### config.mk
export PLATFORM = sky130hd
export DESIGN_NAME = pcm_frame_rx
export DESIGN_NICKNAME = d
export VERILOG_FILES = /design/src/rtl/pcm_pkg.sv /design/src/rtl/pcm_sipo8.sv /design/src/rtl/pcm_frame_rx.sv
export SDC_FILE = /design/constraint.sdc
export NUM_CORES = 1
export LEC_CHECK = 0
export CAP_MARGIN = 10
export CELL_PAD_IN_SITES_DETAIL_PLACEMENT = 0
export CELL_PAD_IN_SITES_GLOBAL_PLACEMENT = 1
export CORE_AREA = 2 2 68 77
export CTS_CLUSTER_DIAMETER = 40
export DETAILED_ROUTE_END_ITERATION = 16
export DIE_AREA = 0 0 70 79
export GPL_ROUTABILITY_DRIVEN = 1
export GPL_TIMING_DRIVEN = 0
export PLACE_DENSITY_LB_ADDON = 0.1
export SKIP_CTS_REPAIR_TIMING = 1
export SYNTH_ARGS = -nofsm -noshare
export SYNTH_HDL_FRONTEND = slang
export SYNTH_HIERARCHICAL = 1
export SYNTH_SLANG_ARGS = --single-unit
### constraint.sdc
create_clock -name clk -period 2.4 [get_ports clk]
set_clock_uncertainty 0.2 [all_clocks]
set_input_delay 0.72 -clock clk [delete_from_list [all_inputs] [get_ports clk]]
set_output_delay 0.72 -clock clk [all_outputs]
set_load 0.01 [all_outputs]
### src/rtl/pcm_pkg.sv
// Shared definitions for the PCM frame receiver.
// Holds the code word width, the alternate-digit-inversion mask,
// the receiver state enum and a helper for sizing the slot index.
package pcm_pkg;

  localparam int PCM_CODE_W = 8;
  localparam logic [PCM_CODE_W-1:0] ADI_MASK = 8'h55;

  typedef enum logic {
    HUNT = 1'b0,
    SYNC = 1'b1
  } rx_state_t;

  function automatic int slot_w(input int slots);
    return $clog2(slots);
  endfunction

endpackage

### src/rtl/pcm_sipo8.sv
// Serial-in/parallel-out stage for one 8-bit A-law code word.
// Ports:
//   clk, rst_n  clock and asynchronous active-low reset
//   clear       zero the stored bits and the bit-in-slot counter
//   load        start a new word: din becomes bit 7, counter goes to 1
//   shift       append din (MSB first) and advance the bit-in-slot counter
//   din         serial line bit
//   word        the word completed by the current bit: stored bits + din
//   bit_cnt     bit-in-slot position of the bit currently on din
module pcm_sipo8 import pcm_pkg::*; (
  input  logic                  clk,
  input  logic                  rst_n,
  input  logic                  clear,
  input  logic                  load,
  input  logic                  shift,
  input  logic                  din,
  output logic [PCM_CODE_W-1:0] word,
  output logic [2:0]            bit_cnt
);

  // Only the first seven bits of a word need storing: the eighth (LSB)
  // is taken straight from the line in the cycle the word completes, so
  // the code register in the parent can capture it without extra delay.
  logic [PCM_CODE_W-2:0] sr;

  always_ff @(posedge clk or negedge rst_n) begin
    if (!rst_n) begin
      sr      <= '0;
      bit_cnt <= '0;
    end else if (clear) begin
      sr      <= '0;
      bit_cnt <= '0;
    end else if (load) begin
      sr      <= {{(PCM_CODE_W-2){1'b0}}, din};
      bit_cnt <= 3'd1;
    end else if (shift) begin
      sr      <= {sr[PCM_CODE_W-3:0], din};
      bit_cnt <= bit_cnt + 3'd1;
    end
  end

  assign word = {sr, din};

endmodule

### src/rtl/pcm_frame_rx.sv
// Serial TDM PCM receiver: deserialises 8-bit A-law words MSB first,
// optionally removes alternate-digit inversion, tags each word with its
// timeslot and keeps frame alignment with a flywheel on the frame sync.
// Ports:
//   clk, rst_n  clock and asynchronous active-low reset
//   bit_en      one-clk strobe per line bit; sdata/fsync sampled only then
//   sdata       serial PCM data, MSB of each slot first
//   fsync       frame sync, high with bit 7 of slot 0
//   code        received code word (ADI removed when ADI_EN=1)
//   slot        timeslot index of code
//   code_valid  one-clk pulse when code/slot are fresh
//   in_sync     high while aligned to the frame
//   frame_err   one-clk pulse on a misplaced or missing frame sync
module pcm_frame_rx import pcm_pkg::*; #(
  parameter int SLOTS    = 32,
  parameter int MISS_MAX = 3,
  parameter bit ADI_EN   = 1'b1
) (
  input  logic                       clk,
  input  logic                       rst_n,
  input  logic                       bit_en,
  input  logic                       sdata,
  input  logic                       fsync,
  output logic [PCM_CODE_W-1:0]      code,
  output logic [slot_w(SLOTS)-1:0]   slot,
  output logic                       code_valid,
  output logic                       in_sync,
  output logic                       frame_err
);

  localparam int                    SW        = slot_w(SLOTS);
  localparam logic [SW-1:0]         LAST_SLOT = SW'(SLOTS - 1);
  localparam logic [3:0]            MISS_LAST = 4'(MISS_MAX - 1);
  localparam logic [PCM_CODE_W-1:0] ADI_XOR   = ADI_EN ? ADI_MASK : '0;

  rx_state_t             state;
  logic [SW-1:0]         slot_cnt;
  logic [3:0]            miss_cnt;
  logic [2:0]            bit_cnt;
  logic [PCM_CODE_W-1:0] word;

  logic at_fbit0;
  logic sync_start;
  logic misplaced;
  logic missing;
  logic lost;
  logic accept;
  logic word_done;

  // The frame bit position is {slot_cnt, bit_cnt}; the low three bits live
  // in the SIPO so the word and its bit position advance together.
  assign at_fbit0   = (slot_cnt == '0) && (bit_cnt == 3'd0);
  assign sync_start = bit_en && (state == HUNT) && fsync;
  assign misplaced  = bit_en && (state == SYNC) && fsync && !at_fbit0;
  assign missing    = bit_en && (state == SYNC) && !fsync && at_fbit0;
  // The miss that reaches MISS_MAX drops alignment; that bit is not kept.
  assign lost       = missing && (miss_cnt == MISS_LAST);
  // A missing sync below the limit still flywheels and keeps the bit.
  assign accept     = bit_en && (state == SYNC) && !misplaced && !lost;
  assign word_done  = accept && (bit_cnt == 3'd7);

  pcm_sipo8 u_sipo (
    .clk     (clk),
    .rst_n   (rst_n),
    .clear   (lost),
    .load    (sync_start || misplaced),
    .shift   (accept),
    .din     (sdata),
    .word    (word),
    .bit_cnt (bit_cnt)
  );

  always_ff @(posedge clk or negedge rst_n) begin
    if (!rst_n) begin
      state      <= HUNT;
      slot_cnt   <= '0;
      miss_cnt   <= '0;
      code       <= '0;
      slot       <= '0;
      code_valid <= 1'b0;
      in_sync    <= 1'b0;
      frame_err  <= 1'b0;
    end else begin
      code_valid <= 1'b0;
      frame_err  <= 1'b0;
      if (bit_en) begin
        case (state)
          HUNT: begin
            if (fsync) begin
              state    <= SYNC;
              in_sync  <= 1'b1;
              slot_cnt <= '0;
              miss_cnt <= '0;
            end
          end
          SYNC: begin
            if (misplaced) begin
              // Realign on this bit as bit 7 of slot 0; partial word dropped.
              frame_err <= 1'b1;
              slot_cnt  <= '0;
              miss_cnt  <= '0;
            end else if (lost) begin
              frame_err <= 1'b1;
              state     <= HUNT;
              in_sync   <= 1'b0;
              slot_cnt  <= '0;
              miss_cnt  <= '0;
            end else begin
              if (missing) begin
                frame_err <= 1'b1;
                miss_cnt  <= miss_cnt + 4'd1;
              end else if (at_fbit0) begin
                miss_cnt  <= '0;
              end
              if (word_done) begin
                code       <= word ^ ADI_XOR;
                slot       <= slot_cnt;
                code_valid <= 1'b1;
                slot_cnt   <= (slot_cnt == LAST_SLOT) ? '0 : slot_cnt + SW'(1);
              end
            end
          end
          default: state <= HUNT;
        endcase
      end
    end
  end

endmodule

---- Word-level counts from Yosys, hierarchy flattened ----
Index checks and enable logic that the tools add are counted.
storage, ports and cells
  register bits after elaboration ......... 36
  output and inout bits ................... 16
  word-level logic and storage cells ...... 85
cells by class
  $add $sub $neg .......................... 3
  equal/unequal tests ..................... 8
  mux-type cells .......................... 36
  bitwise logic cells ..................... 4
  reductions and logical operators ........ 24
operator list
  kind                                                             number
  5-bit 2-to-1 mux                                                 5
  7-bit 2-to-1 mux                                                 3
  4-bit 2-to-1 mux                                                 5
  1-bit 2-to-1 mux                                                 16
  1-bit logical AND                                                12
  5-bit one-hot mux with 2 select lines                            1
  3-bit 2-to-1 mux                                                 3
  4-bit one-hot mux with 2 select lines                            1
  3-bit AND reduction                                              2
  5-bit by 1-bit adder with 5-bit output, second input constant    1
  5-bit == test, second input constant                             1
  5-bit logical NOT                                                1
  5-bit by 1-bit != test with 1-bit output, second input constant  1
  5-bit AND reduction                                              1
  4-bit by 1-bit adder with 4-bit output, second input constant    1
  4-bit by 2-bit == test with 1-bit output, second input constant  1
  1-bit logical NOT                                                4
  2-bit != test, second input constant                             2
  4-bit by 1-bit != test with 1-bit output, second input constant  1
  4-bit inverter                                                   1
  1-bit one-hot mux with 2 select lines                            2
  4-bit AND reduction                                              1
  3-bit by 1-bit adder with 3-bit output, second input constant    1
  3-bit == test, second input constant                             1
  5 further kinds                                                  7

---- Logic depth before layout (Yosys ltp) ----
Gate-level depths: netlist of run 1.
  word-level depth ........................ 13
  gate-level depth with buffers ........... 9

---- Modules after synthesis ----
The synthesis of run 1 kept the hierarchy.
by module, submodules not included
  module        instances  cells an instance  area an instance (µm²)  sequential area each (µm²)
  pcm_frame_rx  1          128                1345.0                  650.6
  pcm_sipo8     1          38                 447.9                   250.2

---- Worst setup path after synthesis of run 1 ----
Ideal clock, no wire load.
  kind .................................... flip-flop to flip-flop
  from .................................... reg slot_cnt[0]
  to ...................................... reg u_sipo.bit_cnt[1]
  library setup time ...................... 119 ps
  arrival time ............................ 1984 ps
  required time ........................... 2081 ps
  setup slack ............................. 96 ps
  stages on the path, launching flop included .. 10
  path buffers ............................ 1
  period minus slack after synthesis ...... 2304 ps
  cell sequence ........................... dfrtp_1 -> inv_1 -> ha_1 -> or4b_4 -> o21ai_4 -> nand2_1 -> nor2_1 -> buf_6 -> mux2i_1 -> nor2_1
on the way
  word-level cells in the longest chain between the ends .. 8
  elaborated cells between the ends (all ways) .. 14
ends and longest elaborated chain
  element                           RTL line             source
  from (decl)                       pcm_frame_rx.sv:37   logic [SW-1:0] slot_cnt;
  from (signal assigned)            pcm_frame_rx.sv:119  slot_cnt <= (slot_cnt == LAST_SLOT) ? '0 : slot_cnt + SW'(1);
  5-bit logical NOT (*)             pcm_frame_rx.sv:52   assign at_fbit0 = (slot_cnt == '0) && (bit_cnt == 3'd0);
  1-bit logical AND (*)             pcm_frame_rx.sv:52
  1-bit logical NOT                 pcm_frame_rx.sv:54   assign misplaced = bit_en && (state == SYNC) && fsync && !at_fbit0;
  1-bit logical AND                 pcm_frame_rx.sv:54
  1-bit logical NOT                 pcm_frame_rx.sv:59   assign accept = bit_en && (state == SYNC) && !misplaced && !lost;
  1-bit logical AND                 pcm_frame_rx.sv:59
  1-bit logical AND (*)             pcm_frame_rx.sv:59
  named net accept                  pcm_frame_rx.sv:47   logic accept;
  3-bit nonzero test (no line) (*)  n/a
  to (signal assigned)              pcm_sipo8.sv:38      bit_cnt <= bit_cnt + 3'd1;
  to (decl)                         pcm_sipo8.sv:18      output logic [2:0] bit_cnt
The timed path passes the listed nets; every way through them passes the cells marked *.
A chain may end at the register's enable or synchronous reset.

---- Final worst setup path of run 1 ----
  from .................................... reg slot_cnt[1]
  to ...................................... reg u_sipo.sr[2]
on the way
  word-level cells in the longest chain between the ends .. 8
  elaborated cells between the ends (all ways) .. 14
ends and longest elaborated chain
  element                           RTL line            source
  5-bit logical NOT (*)             pcm_frame_rx.sv:52
  1-bit logical AND (*)             pcm_frame_rx.sv:52
  1-bit logical NOT                 pcm_frame_rx.sv:54
  1-bit logical AND                 pcm_frame_rx.sv:54
  1-bit logical NOT                 pcm_frame_rx.sv:59
  1-bit logical AND                 pcm_frame_rx.sv:59
  1-bit logical AND (*)             pcm_frame_rx.sv:59
  named net accept                  pcm_frame_rx.sv:47
  3-bit nonzero test (no line) (*)  n/a
  to (signal assigned)              pcm_sipo8.sv:34     sr <= {{(PCM_CODE_W-2){1'b0}}, din};
  to (signal assigned)              pcm_sipo8.sv:37     sr <= {sr[PCM_CODE_W-3:0], din};
  to (decl)                         pcm_sipo8.sv:24     logic [PCM_CODE_W-2:0] sr;
Marked as above.

==> flow_summary.toml, run 1 <==
[placed_design]
portBuffers = 19
dp_slack_ns = -0.324
place_area_mm2 = 0.00205
place.gp.congestion = 0.818
hpwl_mm = 2.66

[route]
drt_iter0_markers = 70
viasPerCell = 5.33
drc = 0
first_pass_iters = 4
vias = 1397
ant_nets = 0
totalWireLength_mm = 4.00
wire_per_inst_um = 15.3

[synthesis]
synth_edf_count = 0
syn-mean-instance-area_um2 = 10.8
synthMuxAreaShare_pct = 11.8
synth_flop_cell = "dfrtp_1"
async_reset_ff_share_pct = 100
synth-seq-area-share_pct = 50.2
ys_ff_latch = 36
synth_xor_area_share_pct = 0.488
synth_top_area_share_pct = 50.2
synth_top_family_by_area = "simple AND/OR/NAND/NOR gates"
netlist_area_mm2 = 0.00179
postSynthCellCount = 166
ys_types = 40
yosys-top-cells-area = "dfrtp_1 (50%), mux2i_1 (6.1%), mux2_2 (5.7%)"
yosysMostFrequentCell = "dfrtp_1"
synthAdderAreaFrac_pct = 4.19
synth_top_area_cell = "dfrtp_1"
synth_compound_area_share_pct = 10.6
synthTopCellsByCount = "dfrtp_1 (36), inv_1 (16), nor2_1 (13)"
synth_simple_gate_area_share_pct = 17.0
synthesis.nets = 177
yosys_warnings = 6

[final_layout]
finalNetCount = 215
multiInputGateArea_um2 = 841
area_growth_pct = 30.6
antennaDiodeCount = 0
layout-drive-gt1-share_pct = 26.0
final_area_mm2 = 0.00234
n_fill_cell = 472
register_area_um2 = 902

[timing]
timing_max_transition_violations_final = 0
setup_tns_ns = 0
grt_setup_unrepaired = "yes"
setup_viol_count_final = 0
fin_ws_ns = 0.00816
timing.final.crit_share_pct = 99.7
worst_slew_pin_slew_ns = 0.800
hold_viol_final = 0
timing.slew.headroom_pct = 46.7
fmax_mhz = 418
min_period_ns = 2.39

[cts]
clk_pin_slew_ns = 0.06
clock_path_buffers = 2
clock-sinks = 36
clkLatencyLatePin_ns = 0.29
cts_made_buffers = 5
cts-root-buf = "clkbuf_8"
cts_htree_levels = 2
cts_tree = "built"

[global_route]
gr-usage-met3_pct = 4.44
grt.total_usage_pct = 15.0
grt_pass1_wl_mm = 6.52
grt_pass1_vias = 1389
grt_busiest_layer = "met2"
grt_max_degree = 37
antenna_found_initial = 0
grt_use_met2_pct = 25.2
grt_overflow = 0
grt_use_met1_pct = 18.1

[die]
dieArea_mm2 = 0.00553
die-height_um = 79
start_util_pct = 37.4
core_mm2 = 0.00480
ioPinCount = 21
num_rows = 27
fp.dieW_um = 70

[power_and_ir_drop]
power_density_mw_per_mm2 = 820
vdd_drop_max_uv = 405
cellLeakagePower_nw = 1.11

[critical_path]
crit_fanout = 5
critPathKind = "reg -> reg"
critPathCaptureType = "register"
crit_arrival_ns = 2.36
cp.required_ns = 2.37
critPathLaunchType = "register"

[status]
status = "finished, final reports clean"

[hold_path]
min_path_type = "reg -> reg"

[run]
max_cap_viol_count = 0
## critical path: stages (launching register included)
cell	delay, ns
dfrtp_1	0.41
inv_2	0.09
ha_4	0.13
or4b_4	0.52
o21ai_4	0.21
nand2_2	0.11
nor2_4	0.20
clkbuf_16	0.18
mux2i_1	0.17
nor2_1	0.05
## cell type report
type | count | share of cell area, %
Clock buffer | 7 | 4.11
Multi-Input combinational cell | 108 | 35.9
Buffer | 6 | 2.40
Timing Repair Buffer | 31 | 13.4
Tap cell | 58 | 3.10
Inverter | 16 | 2.56
Sequential cell | 36 | 38.5
## through the flow
step | std cells | hold WS [ns] | power (mW) | util (%)
floorplan | 166 | 0.224 | 1.18 | -
global placement | 243 | 0.265 | 1.36 | 42.9
detailed placement | 243 | 0.279 | 1.38 | 42.7
CTS | 250 | 0.288 | 1.85 | 44.8
global route | 262 | 0.327 | 2.05 | 48.8
finish | 262 | 0.283 | 1.92 | 48.8
## report_power, final
| part | internal (mW) | switching (mW) |
|---|---|---|
| clock | 0.255 | 0.202 |
| combinational | 0.317 | 0.292 |
| sequential | 0.728 | 0.127 |
## logic make-up (layout without fill, tap and decap cells)
group | after synthesis | after routing
simple gates | 52 | 52
flops | 36 | 36
compound gates | 29 | 29
buf+inv | 22 | 60
mux | 20 | 20
fa+ha+maj | 6 | 6
xor+xnor | 1 | 1
## state kept, by name, summed over array words and instances, names as in the netlist
name,flops
code_valid,1
u_sipo/sr,7
miss_cnt,4
state,1
in_sync,1
slot,5
frame_err,1
u_sipo/bit_cnt,3
slot_cnt,5
code,8
## routing by layer
layer	vias to the layer above	share of wire (%)	routed length (um)
li1	656	-	-
met1	698	43	1720
met2	36	51	2040
met3	7	4.4	177
met4	0	1.7	66
met5	-	0	0
## layout by cell type, fill, tap and decap left out, types with 2 or more instances in the layout
master	synthesis	routed
nor2_2	0	2
nand3b_1	3	3
inv_1	16	14
mux2i_1	11	11
or4_4	2	2
inv_2	0	2
clkdlybuf4s50_1	0	18
clkbuf_8	0	7
a21oi_1	9	9
nand2_1	9	8
nor2_1	13	10
clkbuf_16	0	2
a21o_1	2	2
buf_2	1	2
buf_4	1	10
dfrtp_1	36	35
nor3b_1	2	2
o21ai_0	7	7
mux2_2	9	9
o22ai_1	4	4
ha_1	6	5
nand3_1	6	6
nor2b_1	2	2
nand4_1	2	2
## path summary, 6_finish.rpt
check                           cells past startpoint  slack, ns           end         start
max in group asynchronous                           1       1.13   slot_cnt[0]         rst_n
worst max register to register                      9      0.008  u_sipo/sr[2]   slot_cnt[1]
worst min register to register                      1       0.28       code[6]  u_sipo/sr[5]
worst min-delay path                                1       0.28       code[6]  u_sipo/sr[5]
min in group asynchronous                           1       0.31   miss_cnt[3]         rst_n
worst max-delay path                                9      0.008  u_sipo/sr[2]   slot_cnt[1]
(Power assumes the default switching activity.)
==> run 2, diff against run 1 <==
--- a/config.mk
+++ b/config.mk
@@ -5,13 +5,13 @@
 export SDC_FILE = /design/constraint.sdc
 export NUM_CORES = 1
 export LEC_CHECK = 0
-export CAP_MARGIN = 10
+export CAP_MARGIN = 20
 export CELL_PAD_IN_SITES_DETAIL_PLACEMENT = 0
 export CELL_PAD_IN_SITES_GLOBAL_PLACEMENT = 1
-export CORE_AREA = 2 2 68 77
+export CORE_AREA = 2 2 65 80
 export CTS_CLUSTER_DIAMETER = 40
 export DETAILED_ROUTE_END_ITERATION = 16
-export DIE_AREA = 0 0 70 79
+export DIE_AREA = 0 0 67 82
 export GPL_ROUTABILITY_DRIVEN = 1
 export GPL_TIMING_DRIVEN = 0
 export PLACE_DENSITY_LB_ADDON = 0.1
==> flow_summary.toml, run 2 (synthesized netlist as in run 1, its figures left out) <==
[final_layout]
layout-drive-gt1-share_pct = 27.6
antennaDiodeCount = 0
postLayoutCoreUtil_pct = 49.4
top_register = "code"
layout_commonest_cell = "dfrtp_1"
register_area_um2 = 903
area_growth_pct = 31.3
reg_top3 = "code (8), u_sipo/sr (7)"
largest_register_ffs = 8
final_cell_mix = "dfrtp_1 (34), clkdlybuf4s50_1 (18), buf_4 (16), inv_1 (14)"
multiInputGateArea_um2 = 842
n_fill_cell = 490
finalNetCount = 220
final_area_mm2 = 0.00235
final_cells = 270

[timing]
grt_setup_unrepaired = "yes"
fmax_mhz = 421
fin_ws_ns = 0.0241
setup_tns_ns = 0
timing_max_transition_violations_final = 0
timing.final.crit_share_pct = 99.0
timing.slew.headroom_pct = 45.9
worst_slew_pin_slew_ns = 0.811
setup_viol_count_final = 0
min_period_ns = 2.38
hold_viol_final = 0

[global_route]
grt_busiest_layer = "met2"
antenna_found_initial = 0
grt_use_met2_pct = 24.8
grt_pass1_vias = 1294
gr-usage-met3_pct = 3.70
grt.total_usage_pct = 15.3
grt_pass1_wl_mm = 6.27
grt_use_met1_pct = 19.4
grt_overflow = 0
grt_max_degree = 37

[critical_path]
critPathKind = "reg -> reg"
critPathCaptureType = "register"
crit_arrival_ns = 2.35
regToRegSetupSlack_ns = 0.02
crit_fanout = 8
cp.required_ns = 2.37
critPathLaunchType = "register"

[die]
die-height_um = 82
fp.dieW_um = 67
start_util_pct = 37.6
core_mm2 = 0.00476
dieArea_mm2 = 0.00549
ioPinCount = 21
num_rows = 28

[power_and_ir_drop]
power_density_mw_per_mm2 = 797
cellLeakagePower_nw = 1.12
p_seq_share_pct = 45.6
p_clk_share_pct = 22.9
switching_share_pct = 33.8
vdd_drop_max_uv = 374
p_comb_share_pct = 31.4
power_switching_mw = 0.634
p_int_mw = 1.24

[run]
max_cap_viol_count = 0

[route]
drc = 0
viasPerCell = 5.11
totalWireLength_mm = 3.92
wire_per_inst_um = 14.5
ant_nets = 0
vias = 1380
drt_iter0_markers = 68
first_pass_iters = 4

[cts]
clkLatencyLatePin_ns = 0.28
cts_made_buffers = 5
cts_htree_levels = 2
cts_tree = "built"
clk_pin_slew_ns = 0.08
clock_path_buffers = 2
clock-sinks = 36
cts-root-buf = "clkbuf_8"

[placed_design]
placed_cells = 245
place_area_mm2 = 0.00205
dp_slack_ns = -0.333
place.gp.congestion = 0.842
portBuffers = 19
hpwl_mm = 2.66

[status]
status = "finished, final reports clean"

[hold_path]
min_path_type = "reg -> reg"
==> run 2: layout make-up <==
cell class              count  share of cell area [%]
plain buffers               6                    2.18
clock inverters             2                   0.691
well taps                  60                    3.19
repair buffers             36                    14.2
flip-flops and latches     36                    38.4
multi-input cells         108                    35.8
clock buffers               6                    3.08
inverters                  16                    2.55
==> run 2: stage by stage <==
step / hold WS (ns) / power (mW)
after floorplan: 0.224 / 1.18
after global placement: 0.271 / 1.36
after detailed placement: 0.280 / 1.38
after CTS: 0.296 / 1.82
after global routing: 0.318 / 2.01
final: 0.287 / 1.88
==> run 2: power groups by stage <==
stage               clock network, mW  logic [mW]  registers (mW)
global route                    0.478       0.648           0.882
floorplan                           0       0.331           0.848
CTS                             0.448       0.515           0.852
detailed placement                  0       0.512           0.863
finish                          0.431       0.590           0.857
global placement                    0       0.505           0.854
==> run 2: path summary, 6_finish.rpt <==
check / start / endpoint / depth (start not counted)
setup reg to reg: slot_cnt[0] / code[7] / 8
setup / recovery: slot_cnt[0] / code[7] / 8
hold reg to reg: u_sipo/sr[5] / code[6] / 1
hold / removal: u_sipo/sr[5] / code[6] / 1
max in group asynchronous: rst_n / slot_cnt[1] / 1
min in group asynchronous: rst_n / miss_cnt[1] / 1
==> run 2: critical path, cell delays in order, from the launching register on <==
cell     delay, ns
dfrtp_2       0.45
inv_2         0.07
ha_4          0.12
or4b_4        0.51
o21ai_4       0.19
buf_6         0.13
nand3_4       0.12
buf_8         0.17
mux2_4        0.29
==> run 2: layer usage <==
layer	part of all wire, %	routed length [um]
met1	45	1750
met2	50	1970
met3	3.5	137
met4	1.5	57
met5	0	0
==> run 3, diff against run 2 <==
--- a/config.mk
+++ b/config.mk
@@ -12,7 +12,7 @@
 export CTS_CLUSTER_DIAMETER = 40
 export DETAILED_ROUTE_END_ITERATION = 16
 export DIE_AREA = 0 0 67 82
-export GPL_ROUTABILITY_DRIVEN = 1
+export GPL_ROUTABILITY_DRIVEN = 0
 export GPL_TIMING_DRIVEN = 0
 export PLACE_DENSITY_LB_ADDON = 0.1
 export SKIP_CTS_REPAIR_TIMING = 1
==> results of run 3 <==
Final layout, timing and power as in run 2 (identical DEF).
